==> src/rtl/multicycle_controller.sv <==
// Multicycle RV32I controller: sequences fetch/decode/exec/mem/muldiv/wb,
// handshakes with instruction memory, data memory and an iterative mul/div
// unit, and traps on illegal instructions and memory timeouts.
module multicycle_controller #(
  parameter bit ENABLE_M    = 1'b1,
  parameter int MEM_TIMEOUT = 15,
  parameter bit TRAP_HALT   = 1'b1
) (
  input  logic        clk,
  input  logic        rst_n,
  input  logic [31:0] instr,
  output logic        fetchReq,
  input  logic        fetchAck,
  input  logic        memAck,
  input  logic        aluFlag,
  input  logic        muldivDone,
  output logic        irWrite,
  output logic        pcWrite,
  output logic        regWrite,
  output logic        memRead,
  output logic        memWrite,
  output logic        muldivStart,
  output logic        memtoReg,
  output logic        pc4toReg,
  output logic        pcImmtoReg,
  output logic        extendSign,
  output logic [1:0]  Alu2opn,
  output logic [1:0]  jumpSel,
  output logic [1:0]  WL,
  output logic [3:0]  aluSelect,
  output logic [2:0]  InstFormat,
  output logic        retired,
  output logic        trapValid,
  output logic [1:0]  trapCause,
  output logic [2:0]  state
);

  typedef enum logic [2:0] {
    S_IDLE   = 3'd0,
    S_FETCH  = 3'd1,
    S_DECODE = 3'd2,
    S_EXEC   = 3'd3,
    S_MEM    = 3'd4,
    S_MULDIV = 3'd5,
    S_WB     = 3'd6,
    S_TRAP   = 3'd7
  } state_t;

  localparam logic [6:0] OP_LUI   = 7'b0110111;
  localparam logic [6:0] OP_AUIPC = 7'b0010111;
  localparam logic [6:0] OP_JAL   = 7'b1101111;
  localparam logic [6:0] OP_JALR  = 7'b1100111;
  localparam logic [6:0] OP_BR    = 7'b1100011;
  localparam logic [6:0] OP_LOAD  = 7'b0000011;
  localparam logic [6:0] OP_STORE = 7'b0100011;
  localparam logic [6:0] OP_IMM   = 7'b0010011;
  localparam logic [6:0] OP_R     = 7'b0110011;

  localparam logic [6:0] F7_BASE = 7'b0000000;
  localparam logic [6:0] F7_ALT  = 7'b0100000;
  localparam logic [6:0] F7_M    = 7'b0000001;

  localparam logic [7:0] CNT_LIM = 8'(MEM_TIMEOUT - 1);

  state_t     st;
  logic [6:0] opcode;
  logic [2:0] func3;
  logic [6:0] func7;
  logic [7:0] cnt;
  logic [1:0] cause;
  logic       md_first;

  logic is_jal, is_jalr, is_br, is_load, is_store, is_mop, illegal;

  // Instruction class and legality from the latched fields
  always_comb begin
    is_jal   = (opcode == OP_JAL);
    is_jalr  = (opcode == OP_JALR);
    is_br    = (opcode == OP_BR);
    is_load  = (opcode == OP_LOAD);
    is_store = (opcode == OP_STORE);
    is_mop   = (opcode == OP_R) && (func7 == F7_M) && ENABLE_M;
    illegal  = 1'b0;
    case (opcode)
      OP_LUI, OP_AUIPC, OP_JAL, OP_JALR: illegal = 1'b0;
      OP_BR:    illegal = (func3[2:1] == 2'b01);
      OP_LOAD:  illegal = (func3 == 3'b011) || (func3 == 3'b110) || (func3 == 3'b111);
      OP_STORE: illegal = (func3 >= 3'b011);
      OP_IMM:   illegal = ((func3 == 3'b001) || (func3 == 3'b101)) &&
                          !((func7 == F7_BASE) || (func7 == F7_ALT));
      OP_R:     illegal = !((func7 == F7_BASE) || (func7 == F7_ALT) ||
                            ((func7 == F7_M) && ENABLE_M)) ||
                          ((func7 == F7_ALT) && !((func3 == 3'b000) || (func3 == 3'b101)));
      default:  illegal = 1'b1;
    endcase
  end

  // Main sequencer: state, latched instruction fields, timeout counter, trap cause
  always_ff @(posedge clk) begin
    if (!rst_n) begin
      st       <= S_IDLE;
      opcode   <= OP_IMM;
      func3    <= 3'b000;
      func7    <= F7_BASE;
      cnt      <= 8'd0;
      cause    <= 2'd0;
      md_first <= 1'b0;
    end else begin
      md_first <= 1'b0;
      case (st)
        S_IDLE: begin
          st  <= S_FETCH;
          cnt <= 8'd0;
        end
        S_FETCH: begin
          if (fetchAck) begin
            opcode <= instr[6:0];
            func3  <= instr[14:12];
            func7  <= instr[31:25];
            st     <= S_DECODE;
          end else if (cnt == CNT_LIM) begin
            st    <= S_TRAP;
            cause <= 2'd2;
          end else begin
            cnt <= cnt + 8'd1;
          end
        end
        S_DECODE: begin
          if (illegal) begin
            st    <= S_TRAP;
            cause <= 2'd1;
          end else if (is_mop) begin
            st       <= S_MULDIV;
            md_first <= 1'b1;
          end else begin
            st <= S_EXEC;
          end
        end
        S_EXEC: begin
          if (is_load || is_store) begin
            st  <= S_MEM;
            cnt <= 8'd0;
          end else begin
            st <= S_WB;
          end
        end
        S_MEM: begin
          if (memAck) begin
            st <= S_WB;
          end else if (cnt == CNT_LIM) begin
            st    <= S_TRAP;
            cause <= 2'd3;
          end else begin
            cnt <= cnt + 8'd1;
          end
        end
        S_MULDIV: begin
          if (muldivDone) st <= S_WB;
        end
        S_WB: begin
          st  <= S_FETCH;
          cnt <= 8'd0;
        end
        S_TRAP: begin
          if (!TRAP_HALT) begin
            st  <= S_FETCH;
            cnt <= 8'd0;
          end
        end
        default: st <= S_IDLE;
      endcase
    end
  end

  // Strobes and handshakes follow the state; forced low while reset is asserted
  // so an aborted instruction never writes PC or registers.
  always_comb begin
    fetchReq    = rst_n && (st == S_FETCH);
    irWrite     = rst_n && (st == S_FETCH) && fetchAck;
    memRead     = rst_n && (st == S_MEM) && is_load;
    memWrite    = rst_n && (st == S_MEM) && is_store;
    muldivStart = rst_n && (st == S_MULDIV) && md_first;
    retired     = rst_n && (st == S_WB);
    regWrite    = rst_n && (st == S_WB) && !is_br && !is_store;
    pcWrite     = rst_n && ((st == S_WB) || ((st == S_TRAP) && !TRAP_HALT));
    trapValid   = (st == S_TRAP);
    trapCause   = cause;
    state       = st;
    jumpSel     = 2'd0;
    if (st == S_WB) begin
      if (is_jal)       jumpSel = 2'd1;
      else if (is_jalr) jumpSel = 2'd2;
      else if (is_br)   jumpSel = (aluFlag ^ func3[0]) ? 2'd1 : 2'd0;
    end
  end

  // Datapath decode from the latched fields, stable from DECODE through WB
  always_comb begin
    aluSelect  = 4'b0000;
    Alu2opn    = 2'd0;
    InstFormat = 3'd0;
    WL         = 2'd0;
    memtoReg   = 1'b0;
    pc4toReg   = 1'b0;
    pcImmtoReg = 1'b0;
    extendSign = 1'b0;
    case (opcode)
      OP_LUI: begin
        aluSelect  = 4'b1111;
        Alu2opn    = 2'd1;
        InstFormat = 3'd4;
      end
      OP_AUIPC: begin
        Alu2opn    = 2'd2;
        InstFormat = 3'd4;
        pcImmtoReg = 1'b1;
      end
      OP_JAL: begin
        InstFormat = 3'd5;
        pc4toReg   = 1'b1;
      end
      OP_JALR: begin
        Alu2opn    = 2'd1;
        InstFormat = 3'd1;
        pc4toReg   = 1'b1;
      end
      OP_BR: begin
        InstFormat = 3'd3;
        case (func3[2:1])
          2'b10:   aluSelect = 4'b0010;
          2'b11:   aluSelect = 4'b0011;
          default: aluSelect = 4'b1010;
        endcase
      end
      OP_LOAD: begin
        Alu2opn    = 2'd1;
        InstFormat = 3'd1;
        WL         = func3[1:0];
        extendSign = ~func3[2];
        memtoReg   = 1'b1;
      end
      OP_STORE: begin
        Alu2opn    = 2'd1;
        InstFormat = 3'd2;
        WL         = func3[1:0];
      end
      OP_IMM: begin
        Alu2opn    = 2'd1;
        InstFormat = 3'd1;
        aluSelect  = {1'b0, func3};
        if (func3 == 3'b101) aluSelect = func7[5] ? 4'b1101 : 4'b0101;
      end
      OP_R: begin
        aluSelect = {1'b0, func3};
        if (func7 != F7_M) begin
          if (func3 == 3'b000 && func7[5]) aluSelect = 4'b1000;
          if (func3 == 3'b101 && func7[5]) aluSelect = 4'b1101;
        end
      end
      default: ;
    endcase
  end

endmodule

==> config.mk <==
export PLATFORM = sky130hd
export DESIGN_NAME = multicycle_controller
export DESIGN_NICKNAME = d
export VERILOG_FILES = /design/src/rtl/multicycle_controller.sv
export SDC_FILE = /design/constraint.sdc
export NUM_CORES = 1
export LEC_CHECK = 0
export ABC_AREA = 1
export CAP_MARGIN = 15
export CELL_PAD_IN_SITES_DETAIL_PLACEMENT = 0
export CELL_PAD_IN_SITES_GLOBAL_PLACEMENT = 1
export CORE_MARGIN = 4
export CORE_UTILIZATION = 28
export CTS_BUF_LIST = sky130_fd_sc_hd__clkbuf_8
export CTS_CLUSTER_DIAMETER = 40
export DETAILED_ROUTE_END_ITERATION = 16
export GPL_ROUTABILITY_DRIVEN = 0
export PLACE_DENSITY_LB_ADDON = 0.1
export SKIP_CTS_REPAIR_TIMING = 1
export SYNTH_ARGS = -nofsm -noshare
export SYNTH_HDL_FRONTEND = slang
export SYNTH_SLANG_ARGS = --single-unit
==> constraint.sdc <==
create_clock -name clk -period 1.5 [get_ports clk]
set_input_delay 0.3 -clock clk [delete_from_list [all_inputs] [get_ports clk]]
set_output_delay 0.3 -clock clk [all_outputs]
set_load 0.01 [all_outputs]
== Word level (Yosys, flattened, before mapping) ==
Index checks and enable logic that the tools add are counted.
Word-level totals
  output and inout port bits: 31
  word-level logic and storage cells: 134
  bits in registers: 31
Cells by class
  bitwise operators: 4
  $lt $le $gt $ge: 1
  equality and inequality tests: 35
  reduce and logical (&&, ||, !) cells: 46
  mux-type cells: 40
  $add $sub $neg: 1
Operators with widths (number)
  8-bit 2-to-1 mux: 4
  8-bit case mux with 4 select lines: 1
  7-bit by 6-bit == test with 1-bit output, second input constant: 4
  3-bit == test, second input constant: 7
  7-bit == test, second input constant: 3
  2-bit 2-to-1 mux: 10
  4-bit 2-to-1 mux: 5
  3-bit 2-to-1 mux: 6
  3-bit case mux with 6 select lines: 1
  4-bit case mux with 4 select lines: 1
  1-bit logical AND: 15
  3-bit case mux with 5 select lines: 1
  7-bit by 5-bit == test with 1-bit output, second input constant: 2
  2-bit != test, second input constant: 7
  3-bit by 2-bit == test with 1-bit output, second input constant: 3
  8-bit by 1-bit adder with 8-bit output, second input constant: 1
  8-bit by 4-bit == test with 1-bit output, second input constant: 1
  1-bit logical OR: 8
  4-bit case mux with 2 select lines: 1
  2-bit OR reduction: 4
  7-bit by 1-bit == test with 1-bit output, second input constant: 1
  7-bit by 2-bit == test with 1-bit output, second input constant: 1
  7-bit logical NOT: 1
  1-bit 2-to-1 mux: 7
  other kinds (21): 32

== Longest topological paths before layout ==
Gate-level depths: netlist of run 1.
  depth after elaboration: 8
  mapped depth: 13
  depth with buffers taken out: 12

== Worst setup path after synthesis of run 1 ==
Ideal clock, no wire load.
  path kind: reg-to-output
  start: register opcode[4]
  end: output port jumpSel[0]
  stages on the path, launching flop included: 8
  path slack: -0.279 ns
  arrival time: 1.479 ns
  required time: 1.200 ns
  cell sequence: dfxtp_1 -> inv_1 -> nand3_1 -> inv_1 -> nand2_1 -> inv_1 -> a21oi_1 -> a2111oi_0
On the way
  word-level cells in the longest chain between the ends: 5
  elaborated cells between the ends (all ways): 7
  classes of those cells: eq/ne: 3; mux: 4
Ends and longest elaborated chain
  from (decl): RTL line 66  | logic [6:0] opcode;
  from (signal assigned): RTL line 117  | opcode <= instr[6:0];
  7-bit == test: RTL line 79  | is_br = (opcode == OP_BR);
  1-bit 2-to-1 mux: RTL line 193  | else if (is_br) jumpSel = (aluFlag ^ func3[0]) ? 2'd1 : 2'd0;
  2-bit 2-to-1 mux: RTL line 192  | else if (is_jalr) jumpSel = 2'd2;
  2-bit 2-to-1 mux *: RTL line 191  | if (is_jal) jumpSel = 2'd1;
  2-bit 2-to-1 mux *: RTL line 190  | if (st == S_WB) begin
  to (decl): RTL line 28  | output logic [1:0] jumpSel,
Mark *: on every way between the ends. The rest lies on a longest branch, timed or not.

== Worst setup path in the final report of run 1 ==
  start: register opcode[4]
  end: output port aluSelect[3]
On the way
  word-level cells in the longest chain between the ends: 2
  elaborated cells between the ends (all ways): 5
  classes of those cells: eq/ne: 4; mux: 1
Ends and longest elaborated chain
  7-bit by 6-bit == test with 1-bit output, or another cell as far along: RTL line 207  | case (opcode)
  4-bit case mux with 4 select lines *: RTL line 207
  to (decl): RTL line 30  | output logic [3:0] aluSelect,
Marked as above.

==> Flow_metrics.wiki, run 1 <==
{| class="wikitable"
! Metric !! Value
|-
| Clock latency on the worst-skew pair || 280 ps
|-
| Post-Route Utilization || 0.547
|-
| Min-Delay Path Class || flip-flop to flip-flop
|-
| Crit Path Category || flip-flop to primary output
|-
| Portion of synthesized cell area occupied by the leading cell type || 0.324
|-
| Total number of cells along the worst setup path || 8
|-
| Core Region || 6490 um^2
|-
| Final critical-path share of the clock period || 1.19
|-
| Compound-cell area share of the yosys netlist || 0.163
|-
| Critical path's most frequent cell || sky130_fd_sc_hd__inv_2
|-
| Root buffer selected by CTS || sky130_fd_sc_hd__clkbuf_8
|-
| Final Routed Wirelength || 6.49 mm
|-
| Total area of multi-input combinational cells || 1370 um^2
|-
| Routed len/inst || 12.4 um
|-
| Initial core utilization || 0.295
|-
| Final count of negative-setup-slack endpoints || 32
|-
| Residual overflow from global routing || 0
|-
| Achievable Freq || 560 MHz
|-
| Number of detailed-routing iterations run before antenna repair || 4
|-
| Top layer in use || met4
|-
| Count of yosys warnings during synthesis || 0
|-
| Post-detailed-route count of antenna-violating nets || 0
|-
| Number of levels in the clock H-tree || 2
|-
| Register area || approximately 640 um^2
|-
| Run status || complete, but fails checks
|-
| Shortest clock period the worst path allows after layout || around 1800 ps
|-
| Sink Count || 31
|-
| Number of cells produced by synthesis || around 310
|-
| Post-Synthesis Cell Area || between 1500 and 2000 um^2
|-
| Dominant combinational cell family by area after synthesis || simple AND/OR/NAND/NOR gates
|-
| Fraction of layout cells with a size suffix above 1 || 0.451
|-
| Number of rows in the core area || 29
|-
| Clock Skew || slightly above 4 ps
|-
| Delay contributed by the slowest stage of the critical path || approximately 330 ps
|-
| Critical Path Source Type || flip-flop
|-
| Filler cell count in the final layout || ~660
|-
| Ys async rst share || 0
|-
| Cell type with the highest aggregate area in the netlist || sky130_fd_sc_hd__dfxtp_1
|-
| Synthesized-area fraction occupied by xor and xnor cells || 0.0229
|-
| Finished Cell Area || roughly 3600 um^2
|-
| Pin slew with the least headroom to its limit || about 320 ps
|-
| Synthesized-area fraction occupied by and/or/nand/nor cells || 0.371
|-
| Count of endpoints failing hold in the final timing report || 0
|-
| Fraction of the mapped netlist area in adder cells || 0.0131
|-
| Share of the yosys chip area belonging to registers || 0.324
|-
| Worst hold path depth || 2
|-
| Vias per cell || around 4.5
|-
| Die boundary width || just over 90 um
|-
| RSZ-0062 raised after global routing || true
|-
| Yosys reg bits || 31
|-
| Power density over cell area || 1570 nW/um^2
|-
| Wire length of the first global-routing pass || ~10 mm
|-
| Setup total negative slack || -5580 ps
|-
| Number of global-route vias before repair || 2,189
|-
| Max FO, Critical Path || 3
|-
| Placed standard-cell area || 3110 um^2
|-
| Met2 wire length || approximately 2.9 mm
|-
| Net count of the mapped netlist || 345
|-
| Total power || around 5.6 mW
|-
| Layout-stage area growth over the synthesis result || 85.6%
|-
| Library cell with the highest instance count after synthesis || sky130_fd_sc_hd__nor2_1
|-
| Leading post-synthesis cells by instance count || sky130_fd_sc_hd__nor2_1 (60), sky130_fd_sc_hd__nand2_1 (57), sky130_fd_sc_hd__dfxtp_1 (31), sky130_fd_sc_hd__inv_1 (31), sky130_fd_sc_hd__a21oi_1 (25)
|-
| Floorplan die area || 8220 um^2
|-
| Top FF cell, synth || sky130_fd_sc_hd__dfxtp_1
|-
| Cts bufs inserted || 5
|-
| Total met3 wirelength after detailed routing || roughly 270 um
|-
| TritonCTS clock tree || built
|-
| Count of final max-slew check failures || 0
|-
| Capturing element type of the critical path || primary output
|-
| Worst path bufs/invs || 5
|-
| Max Cap Violations || 0
|-
| Endpoint required time on the critical path || between 1000 and 1500 ps
|-
| Antenna diode instance count || 0
|-
| Worst voltage drop across the vdd grid || about 590 uV
|-
| Leakage power summed over all cells || 1.68 nW
|-
| Remaining design rule violation count || 0
|-
| Largest cells by area after synthesis || sky130_fd_sc_hd__dfxtp_1 (32%), sky130_fd_sc_hd__nor2_1 (12%), sky130_fd_sc_hd__nand2_1 (11%)
|-
| Mux share of post-synthesis cell area || 0
|-
| Syn_area_per_cell || between 6 and 7 um^2
|-
| Y dimension of the die || about 91 um
|-
| Crit path max-delay cell type || sky130_fd_sc_hd__dfxtp_2
|-
| Number of antenna violations at the first check in global routing || 0
|-
| Via total after detailed routing || 2,373
|-
| Violated checks || negative setup slack
|-
| Number of nets in the finished design || ~490
|-
| Hold Slack || around 470 ps
|-
| Logic depth of the worst register-to-register path || 11
|-
| Worst path arrival time || between 1000 and 1500 ps
|-
| Pin count of the biggest net entering global routing || 27
|-
| Drt initial violations || slightly above 50
|-
| Maximum root-to-sink buffer count || 2
|-
| Wl on met1 || ~3.3 mm
|-
| Number of I/O pins || 69
|-
| Count of input and output buffers || between 50 and 60
|-
| Post-detailed-placement half-perimeter wirelength || around 4.9 mm
|-
| Cell-by-cell trace of the critical path || inv_2 -> nand3_4 -> buf_4 -> nor2_4 -> buf_6 -> inv_2 -> o2111ai_2 -> buf_2
|-
| CTS clk-pin slew, worst paths || ~70 ps
|-
| CP top delay family || buffers and inverters
|-
| Overall global routing resource usage || 0.150
|-
| Netlist cell types || 29
|-
| Post-synth EDFFs || 0
|-
| Min setup slack post-route || -287 ps
|-
| Rel. slew slack || 0.788
|}
path summary, 6_finish.rpt:
| kind | startpoint | endpoint | slack [ps] |
|---|---|---|---|
| setup reg to reg | opcode[0] | cnt[6] | -190 |
| hold / removal | trapCause[1] | trapCause[1] | 470 |
| setup / recovery | opcode[4] | aluSelect[3] | -290 |
| hold reg to reg | trapCause[1] | trapCause[1] | 470 |
cell families after synthesis:
family	after synthesis
buf+inv	46
xor+xnor	5
flops	31
simple gates	165
fa+ha+maj	2
compound gates	56
stage by stage:
stage | setup WS, ps | std cells
finish | -287 | 523
global route | -350 | 523
CTS | -801 | 515
detailed placement | -630 | 507
global placement | -598 | 507
floorplan | -29.9 | 305
worst min-delay path, stage by stage, from the launching register on:
cell and delay (ps):
sky130_fd_sc_hd__dfxtp_1 320, sky130_fd_sc_hd__nand2_1 60, sky130_fd_sc_hd__a21oi_1 50
routing by layer:
metal,vias to the layer above,GRT usage
met5,-,0
met4,0,0.0599
met3,8,0.0283
met2,53,0.219
met1,1046,0.215
li1,1266,-
flip-flops by register name, indices dropped and copies added (netlist names):
| register | count |
|---|---|
| md_first | 1 |
| state | 3 |
| cnt | 8 |
| func3 | 3 |
| trapCause | 2 |
| func7 | 7 |
| opcode | 7 |
cells in the final DEF, fill, tap and decap left out, types with 3 or more instances in the layout:
| cell | count |
|---|---|
| sky130_fd_sc_hd__buf_4 | 75 |
| sky130_fd_sc_hd__nand2_2 | 11 |
| sky130_fd_sc_hd__nor3_1 | 4 |
| sky130_fd_sc_hd__dfxtp_1 | 22 |
| sky130_fd_sc_hd__nor2_1 | 42 |
| sky130_fd_sc_hd__nand3_4 | 3 |
| sky130_fd_sc_hd__o21ai_0 | 19 |
| sky130_fd_sc_hd__dfxtp_4 | 5 |
| sky130_fd_sc_hd__dfxtp_2 | 4 |
| sky130_fd_sc_hd__inv_4 | 3 |
| sky130_fd_sc_hd__buf_2 | 16 |
| sky130_fd_sc_hd__a21oi_1 | 22 |
| sky130_fd_sc_hd__clkbuf_8 | 6 |
| sky130_fd_sc_hd__xnor2_1 | 3 |
| sky130_fd_sc_hd__a21oi_2 | 4 |
| sky130_fd_sc_hd__clkbuf_2 | 5 |
| sky130_fd_sc_hd__clkdlybuf4s50_1 | 22 |
| sky130_fd_sc_hd__nor3_2 | 5 |
| sky130_fd_sc_hd__buf_6 | 20 |
| sky130_fd_sc_hd__nand2_1 | 47 |
| sky130_fd_sc_hd__nor2_4 | 14 |
| sky130_fd_sc_hd__nand4_1 | 5 |
| sky130_fd_sc_hd__nand3b_1 | 4 |
| sky130_fd_sc_hd__nand3_1 | 17 |
| sky130_fd_sc_hd__nor2_2 | 5 |
| sky130_fd_sc_hd__inv_2 | 11 |
| sky130_fd_sc_hd__o211ai_1 | 3 |
| sky130_fd_sc_hd__inv_1 | 20 |
| sky130_fd_sc_hd__dlymetal6s2s_1 | 5 |
| sky130_fd_sc_hd__nand2_4 | 5 |
area by class of cell:
type | count | share of cell area
Clock buffer | 6 | 0.0232
Clock inverter | 2 | 0.00986
Inverter | 36 | 0.0412
Multi-Input combinational cell | 228 | 0.386
Sequential cell | 31 | 0.181
Tap cell | 77 | 0.0271
Timing Repair Buffer | 143 | 0.331
power breakdown:
| part | internal (mW) | total (mW) | switching [mW] |
|---|---|---|---|
| Sequential | 1.02 | 1.18 | 0.162 |
| Clock | 0.537 | 0.864 | 0.327 |
| Combinational | 1.74 | 3.53 | 1.79 |
Note: power is estimated with default switching activity, not from simulation.
==> inputs of run 2 (changes only) <==
--- a/config.mk
+++ b/config.mk
@@ -5,17 +5,17 @@
 export SDC_FILE = /design/constraint.sdc
 export NUM_CORES = 1
 export LEC_CHECK = 0
-export ABC_AREA = 1
 export CAP_MARGIN = 15
 export CELL_PAD_IN_SITES_DETAIL_PLACEMENT = 0
 export CELL_PAD_IN_SITES_GLOBAL_PLACEMENT = 1
 export CORE_MARGIN = 4
-export CORE_UTILIZATION = 28
+export CORE_UTILIZATION = 29
 export CTS_BUF_LIST = sky130_fd_sc_hd__clkbuf_8
 export CTS_CLUSTER_DIAMETER = 40
 export DETAILED_ROUTE_END_ITERATION = 16
 export GPL_ROUTABILITY_DRIVEN = 0
 export PLACE_DENSITY_LB_ADDON = 0.1
+export RECOVER_POWER = 50
 export SKIP_CTS_REPAIR_TIMING = 1
 export SYNTH_ARGS = -nofsm -noshare
 export SYNTH_HDL_FRONTEND = slang
==> Flow_metrics.wiki, run 2 <==
{| class="wikitable"
! Metric !! Value
|-
| Number of cells produced by synthesis || roughly 280
|-
| Post-Synthesis Cell Area || ~2000 um^2
|-
| Post-detailed-route count of antenna-violating nets || 0
|-
| Crit Path Category || flip-flop to primary output
|-
| Overall global routing resource usage || 0.166
|-
| Net count of the mapped netlist || between 300 and 400
|-
| Maximum root-to-sink buffer count || 2
|-
| CTS clk-pin slew, worst paths || approximately 70 ps
|-
| Post-detailed-placement half-perimeter wirelength || ~5.4 mm
|-
| Die boundary width || 90.9 um
|-
| Commonest non-fill, non-tap cell in the layout || sky130_fd_sc_hd__buf_4
|-
| Switching power || approximately 0.99 mW
|-
| Post-synth EDFFs || 0
|-
| Count of final max-slew check failures || 0
|-
| Run status || complete, but fails checks
|-
| Antenna diode instance count || 0
|-
| Syn_area_per_cell || roughly 7.2 um^2
|-
| Pin slew with the least headroom to its limit || roughly 440 ps
|-
| Rel. slew slack || 0.705
|-
| Leading post-synthesis cells by instance count || sky130_fd_sc_hd__nand2_1 (51), sky130_fd_sc_hd__dfxtp_1 (31), sky130_fd_sc_hd__nor2_1 (28)
|-
| Filler cell count in the final layout || 561
|-
| Wire length of the first global-routing pass || 11.1 mm
|-
| Flop pwr share || 0.322
|-
| Yosys reg bits || 31
|-
| Register area || 649 um^2
|-
| Net switching share of the total power || 0.350
|-
| Leading cell types in the layout, fill and taps excluded || sky130_fd_sc_hd__buf_4 (69), sky130_fd_sc_hd__nand2_1 (29), sky130_fd_sc_hd__buf_6 (24)
|-
| Min-Delay Path Class || flip-flop to flip-flop
|-
| Max FO, Critical Path || 2
|-
| Final Routed Wirelength || between 7 and 8 mm
|-
| Finished Cell Area || 4110 um^2
|-
| Min setup slack post-route || -373 ps
|-
| Top FF cell, synth || sky130_fd_sc_hd__dfxtp_1
|-
| Count of input and output buffers || between 50 and 60
|-
| Worst voltage drop across the vdd grid || 505 uV
|-
| Cell type with the highest aggregate area in the netlist || sky130_fd_sc_hd__dfxtp_1
|-
| Leakage power summed over all cells || 1.82 nW
|-
| Count of yosys warnings during synthesis || 0
|-
| Drt initial violations || 109
|-
| Final count of negative-setup-slack endpoints || 55
|-
| Number of cells in the finished layout apart from fillers || 489
|-
| Largest registers || cnt (8), func7 (7), opcode (7)
|-
| Worst path arrival time || 1570 ps
|-
| Clock Skew || 10.2 ps
|-
| Worst slack, placed || -695 ps
|-
| Number of I/O pins || 69
|-
| Residual overflow from global routing || 0
|-
| Sink Count || 31
|-
| Ys async rst share || 0
|-
| Delay contributed by the slowest stage of the critical path || between 300 and 400 ps
|-
| Critical Path Source Type || flip-flop
|-
| Internal power || 1.85 mW
|-
| Cell count after placement || ~470
|-
| Flip-flop count of the largest register after layout || 8
|-
| Layout-stage area growth over the synthesis result || 107%
|-
| Power density over cell area || roughly 690 nW/um^2
|-
| Count of endpoints failing hold in the final timing report || 0
|-
| Pin count of the biggest net entering global routing || 18
|-
| Number of levels in the clock H-tree || 2
|-
| Max Cap Violations || 0
|-
| Total area of multi-input combinational cells || between 1500 and 2000 um^2
|-
| Initial core utilization || 0.306
|-
| Post-Route Utilization || 0.633
|-
| Final critical-path share of the clock period || 1.25
|-
| Achievable Freq || between 500 and 600 MHz
|-
| Crit path max-delay cell type || sky130_fd_sc_hd__dfxtp_2
|-
| Core Region || 6490 um^2
|-
| Netlist cell types || 51
|-
| Via total after detailed routing || between 2,000 and 2,500
|-
| Floorplan die area || between 8000 and 9000 um^2
|-
| Total power || approximately 2.8 mW
|-
| Combinational share of power || 0.446
|-
| Cts bufs inserted || 5
|-
| Hold Slack || about 460 ps
|-
| TritonCTS clock tree || built
|-
| Reg with most FFs || cnt
|-
| Capturing element type of the critical path || primary output
|-
| Vias per cell || about 5
|-
| Number of detailed-routing iterations run before antenna repair || 4
|-
| Placed standard-cell area || roughly 3200 um^2
|-
| Share of the yosys chip area belonging to registers || 0.312
|-
| Setup total negative slack || -10,140 ps
|-
| Number of global-route vias before repair || roughly 2,200
|-
| Remaining design rule violation count || 0
|-
| Largest cells by area after synthesis || sky130_fd_sc_hd__dfxtp_1 (31%), sky130_fd_sc_hd__nand2_1 (9.6%), sky130_fd_sc_hd__a21oi_1 (5.8%)
|-
| Portion of synthesized cell area occupied by the leading cell type || 0.312
|-
| Clock latency on the worst-skew pair || between 200 and 300 ps
|-
| Clock share of power || 0.233
|-
| Number of rows in the core area || 29
|-
| Number of nets in the finished design || about 450
|-
| RSZ-0062 raised after global routing || true
|-
| Routed len/inst || 16.3 um
|-
| Shortest clock period the worst path allows after layout || approximately 1900 ps
|-
| Fraction of layout cells with a size suffix above 1 || 0.604
|-
| Endpoint required time on the critical path || 1200 ps
|-
| Library cell with the highest instance count after synthesis || sky130_fd_sc_hd__nand2_1
|-
| Y dimension of the die || around 91 um
|-
| Violated checks || negative setup slack
|-
| Root buffer selected by CTS || sky130_fd_sc_hd__clkbuf_8
|-
| Number of antenna violations at the first check in global routing || 0
|-
| Cell-by-cell trace of the critical path || nor4_4 -> nand3_2 -> a31oi_2 -> o32ai_2 -> clkbuf_2
|}
==> run 2: worst paths after layout <==
kind	depth (start not counted)	slack, ps	endpoint	start
worst max-delay path	5	-370	aluSelect[3]	func7[5]
worst min-delay path	2	460	func7[3]	func7[3]
worst max register to register	7	-360	trapCause[0]	func7[5]
worst min register to register	2	460	func7[3]	func7[3]
==> run 2: final cells by class <==
class	instances	area share
clock inverters	3	0.00396
multi-input cells	218	0.471
repair buffers	150	0.322
flip-flops and latches	31	0.158
clock buffers	5	0.0167
well taps	77	0.0234
inverters	5	0.00487
==> run 2: power groups by stage <==
stage	combinational (mW)	sequential [mW]	clock, mW
4_1_cts	0.903	0.898	0.674
5_1_grt	1.34	0.919	0.716
2_1_floorplan	0.432	0.913	0
3_5_place_dp	0.898	0.917	0
6_report	1.27	0.914	0.662
3_3_place_gp	0.897	0.916	0
==> run 2: critical path: cells and delay by family (launching register included) <==
| family | cells | cell delay, ps |
|---|---|---|
| AND/OR/NAND/NOR | 2 | 420 |
| buffers and inverters | 1 | 140 |
| flip-flops | 1 | 340 |
| AO/OA/AOI/OAI | 2 | 380 |
==> run 2: metal layers <==
layer | track usage | wire length [um]
met5 | 0 | 0
met4 | 0.0641 | 177
met3 | 0.0333 | 435
met2 | 0.242 | 3800
met1 | 0.239 | 3580
==> run 2: kinds of logic after synthesis <==
group / synth area share
XOR/XNOR: 0.0396
AND/OR/NAND/NOR: 0.377
adder cells (fa/ha/maj): 0.0126
multiplexers: 0.0101
flip-flops: 0.312
buffers and inverters: 0.0572
AO/OA/AOI/OAI: 0.192
==> inputs of run 3 (changes only) <==
--- a/config.mk
+++ b/config.mk
@@ -8,6 +8,7 @@
 export CAP_MARGIN = 15
 export CELL_PAD_IN_SITES_DETAIL_PLACEMENT = 0
 export CELL_PAD_IN_SITES_GLOBAL_PLACEMENT = 1
+export CORE_ASPECT_RATIO = 0.9
 export CORE_MARGIN = 4
 export CORE_UTILIZATION = 29
 export CTS_BUF_LIST = sky130_fd_sc_hd__clkbuf_8
@@ -17,6 +18,7 @@
 export PLACE_DENSITY_LB_ADDON = 0.1
 export RECOVER_POWER = 50
 export SKIP_CTS_REPAIR_TIMING = 1
+export SKIP_LAST_GASP = 1
 export SYNTH_ARGS = -nofsm -noshare
 export SYNTH_HDL_FRONTEND = slang
 export SYNTH_SLANG_ARGS = --single-unit
==> Flow_metrics.wiki, run 3 (synthesis results as in run 2) <==
{| class="wikitable"
! Metric !! Value
|-
| Placed standard-cell area || between 3000 and 4000 um^2
|-
| Register area || around 650 um^2
|-
| Capturing element type of the critical path || primary output
|-
| Maximum root-to-sink buffer count || 2
|-
| Floorplan die area || around 8300 um^2
|-
| Root buffer selected by CTS || sky130_fd_sc_hd__clkbuf_8
|-
| Number of I/O pins || 69
|-
| Power density over cell area || between 700 and 800 nW/um^2
|-
| Number of detailed-routing iterations run before antenna repair || 4
|-
| Final count of negative-setup-slack endpoints || 54
|-
| Core Region || approximately 6600 um^2
|-
| Number of cells in the finished layout apart from fillers || 502
|-
| Number of global-route vias before repair || between 2,000 and 2,500
|-
| Fraction of layout cells with a size suffix above 1 || 0.587
|-
| Number of antenna violations at the first check in global routing || 0
|-
| Remaining design rule violation count || 0
|-
| Commonest non-fill, non-tap cell in the layout || sky130_fd_sc_hd__buf_4
|-
| Worst path arrival time || between 1500 and 2000 ps
|-
| Sink Count || 31
|-
| Leading cell types in the layout, fill and taps excluded || sky130_fd_sc_hd__buf_4 (77), sky130_fd_sc_hd__nand2_1 (29), sky130_fd_sc_hd__clkdlybuf4s50_1 (21)
|-
| Vias per cell || approximately 5
|-
| Net switching share of the total power || 0.307
|-
| Initial core utilization || 0.301
|-
| Worst slack, placed || -680 ps
|-
| Worst hold path depth || 3
|-
| Achievable Freq || between 500 and 600 MHz
|-
| Post-Route Utilization || 0.625
|-
| Min-Delay Path Class || input pin to flip-flop
|-
| Internal power || 2.16 mW
|-
| Pin slew with the least headroom to its limit || around 370 ps
|-
| Largest registers || cnt (8), func7 (7), opcode (7)
|-
| Hold Slack || between 400 and 500 ps
|-
| Count of final max-slew check failures || 0
|-
| Switching power || 0.954 mW
|-
| Filler cell count in the final layout || between 500 and 600
|-
| Shortest clock period the worst path allows after layout || between 1500 and 2000 ps
|-
| Die boundary width || 95.3 um
|-
| Critical Path Source Type || flip-flop
|-
| Finished Cell Area || just over 4000 um^2
|-
| Y dimension of the die || 86.6 um
|-
| Run status || complete, but fails checks
|-
| TritonCTS clock tree || built
|-
| Number of levels in the clock H-tree || 2
|-
| Final Routed Wirelength || ~7.7 mm
|-
| CTS clk-pin slew, worst paths || approximately 70 ps
|-
| Reg with most FFs || cnt
|-
| Max Cap Violations || 0
|-
| Cell count after placement || 482
|-
| Hold_sp || rst_n
|-
| Combinational share of power || 0.389
|-
| Via total after detailed routing || 2,489
|-
| Post-detailed-route count of antenna-violating nets || 0
|-
| RSZ-0062 raised after global routing || true
|-
| Flip-flop count of the largest register after layout || 8
|-
| Number of rows in the core area || 28
|-
| Final critical-path share of the clock period || 1.24
|-
| Number of nets in the finished design || around 450
|-
| Worst voltage drop across the vdd grid || 455 uV
|-
| Routed len/inst || ~15 um
|-
| Flop pwr share || 0.295
|-
| Clock Skew || between 4 and 5 ps
|-
| Leakage power summed over all cells || 1.91 nW
|-
| Clock latency on the worst-skew pair || 280 ps
|-
| Antenna diode instance count || 0
|-
| Register-to-register setup slack || -300 ps
|-
| Overall global routing resource usage || 0.167
|-
| Post-detailed-placement half-perimeter wirelength || 5.31 mm
|-
| Reg2Reg Launch Point || opcode[3]
|-
| Endpoint required time on the critical path || 1200 ps
|-
| Cts bufs inserted || 5
|-
| Wire length of the first global-routing pass || 10.9 mm
|-
| Rel. slew slack || 0.755
|-
| Count of input and output buffers || 53
|-
| Residual overflow from global routing || 0
|-
| Violated checks || negative setup slack
|-
| Destination of the worst register-to-register timing path || cnt[5]
|-
| Max FO, Critical Path || 5
|-
| Worst hold endpoint || state[1]
|-
| Pin count of the biggest net entering global routing || 18
|-
| Clock share of power || 0.316
|-
| Logic depth of the worst register-to-register path || 7
|-
| Count of endpoints failing hold in the final timing report || 0
|-
| Min setup slack post-route || -360 ps
|-
| Layout-stage area growth over the synthesis result || 108%
|-
| Drt initial violations || between 100 and 150
|-
| Crit Path Category || flip-flop to primary output
|-
| Total area of multi-input combinational cells || approximately 1900 um^2
|}
==> run 3: layout make-up <==
cell class	instances	area share
sequential	31	0.157
timing repair buffer	150	0.319
tap	90	0.0272
clock buffer	5	0.0166
inverter	5	0.00514
multi-input combinational	218	0.460
clock inverter	3	0.0154
==> run 3: layer usage <==
metal | global-route usage | up-vias | share of wire | wire length [um]
li1 | - | 1243 | - | -
met1 | 0.243 | 1179 | 0.48 | 3680
met2 | 0.250 | 61 | 0.46 | 3560
met3 | 0.0373 | 6 | 0.052 | 397
met4 | 0.0380 | 0 | 0.0065 | 50
met5 | 0 | - | 0 | 0
==> run 3: how the worst max path moves through the flow <==
stage,start,endpoint,slack (ps),cells after the start
final,opcode[3],memRead,-360,4
after global routing,opcode[3],memRead,-410,4
after CTS,func7[4],aluSelect[3],-860,5
after detailed placement,aluFlag,jumpSel[0],-680,5
after global placement,aluFlag,jumpSel[0],-670,5
after floorplan,opcode[2],cnt[5],-230,8
==> run 3: power by group through the flow <==
stage	logic, mW	clock network [mW]	registers, mW
finish	1.21	0.983	0.918
global route	1.29	1.05	0.923
CTS	0.902	1.01	0.902
detailed placement	0.895	0	0.920
global placement	0.894	0	0.920
floorplan	0.432	0	0.913
==> run 3: critical path, cell delays in order, from the launching register on <==
cell and delay, ps:
sky130_fd_sc_hd__dfxtp_2 320, sky130_fd_sc_hd__and4bb_4 390, sky130_fd_sc_hd__nand2_4 70, sky130_fd_sc_hd__nor4_1 300
sky130_fd_sc_hd__clkbuf_2 190
==> run 3: per-stage QoR <==
stage / setup TNS (ps) / power [mW]
4_1_cts: -26430 / 2.81
5_1_grt: -14010 / 3.26
6_report: -10660 / 3.11
3_3_place_gp: -19550 / 1.81
2_1_floorplan: -3210 / 1.35
3_5_place_dp: -19930 / 1.81
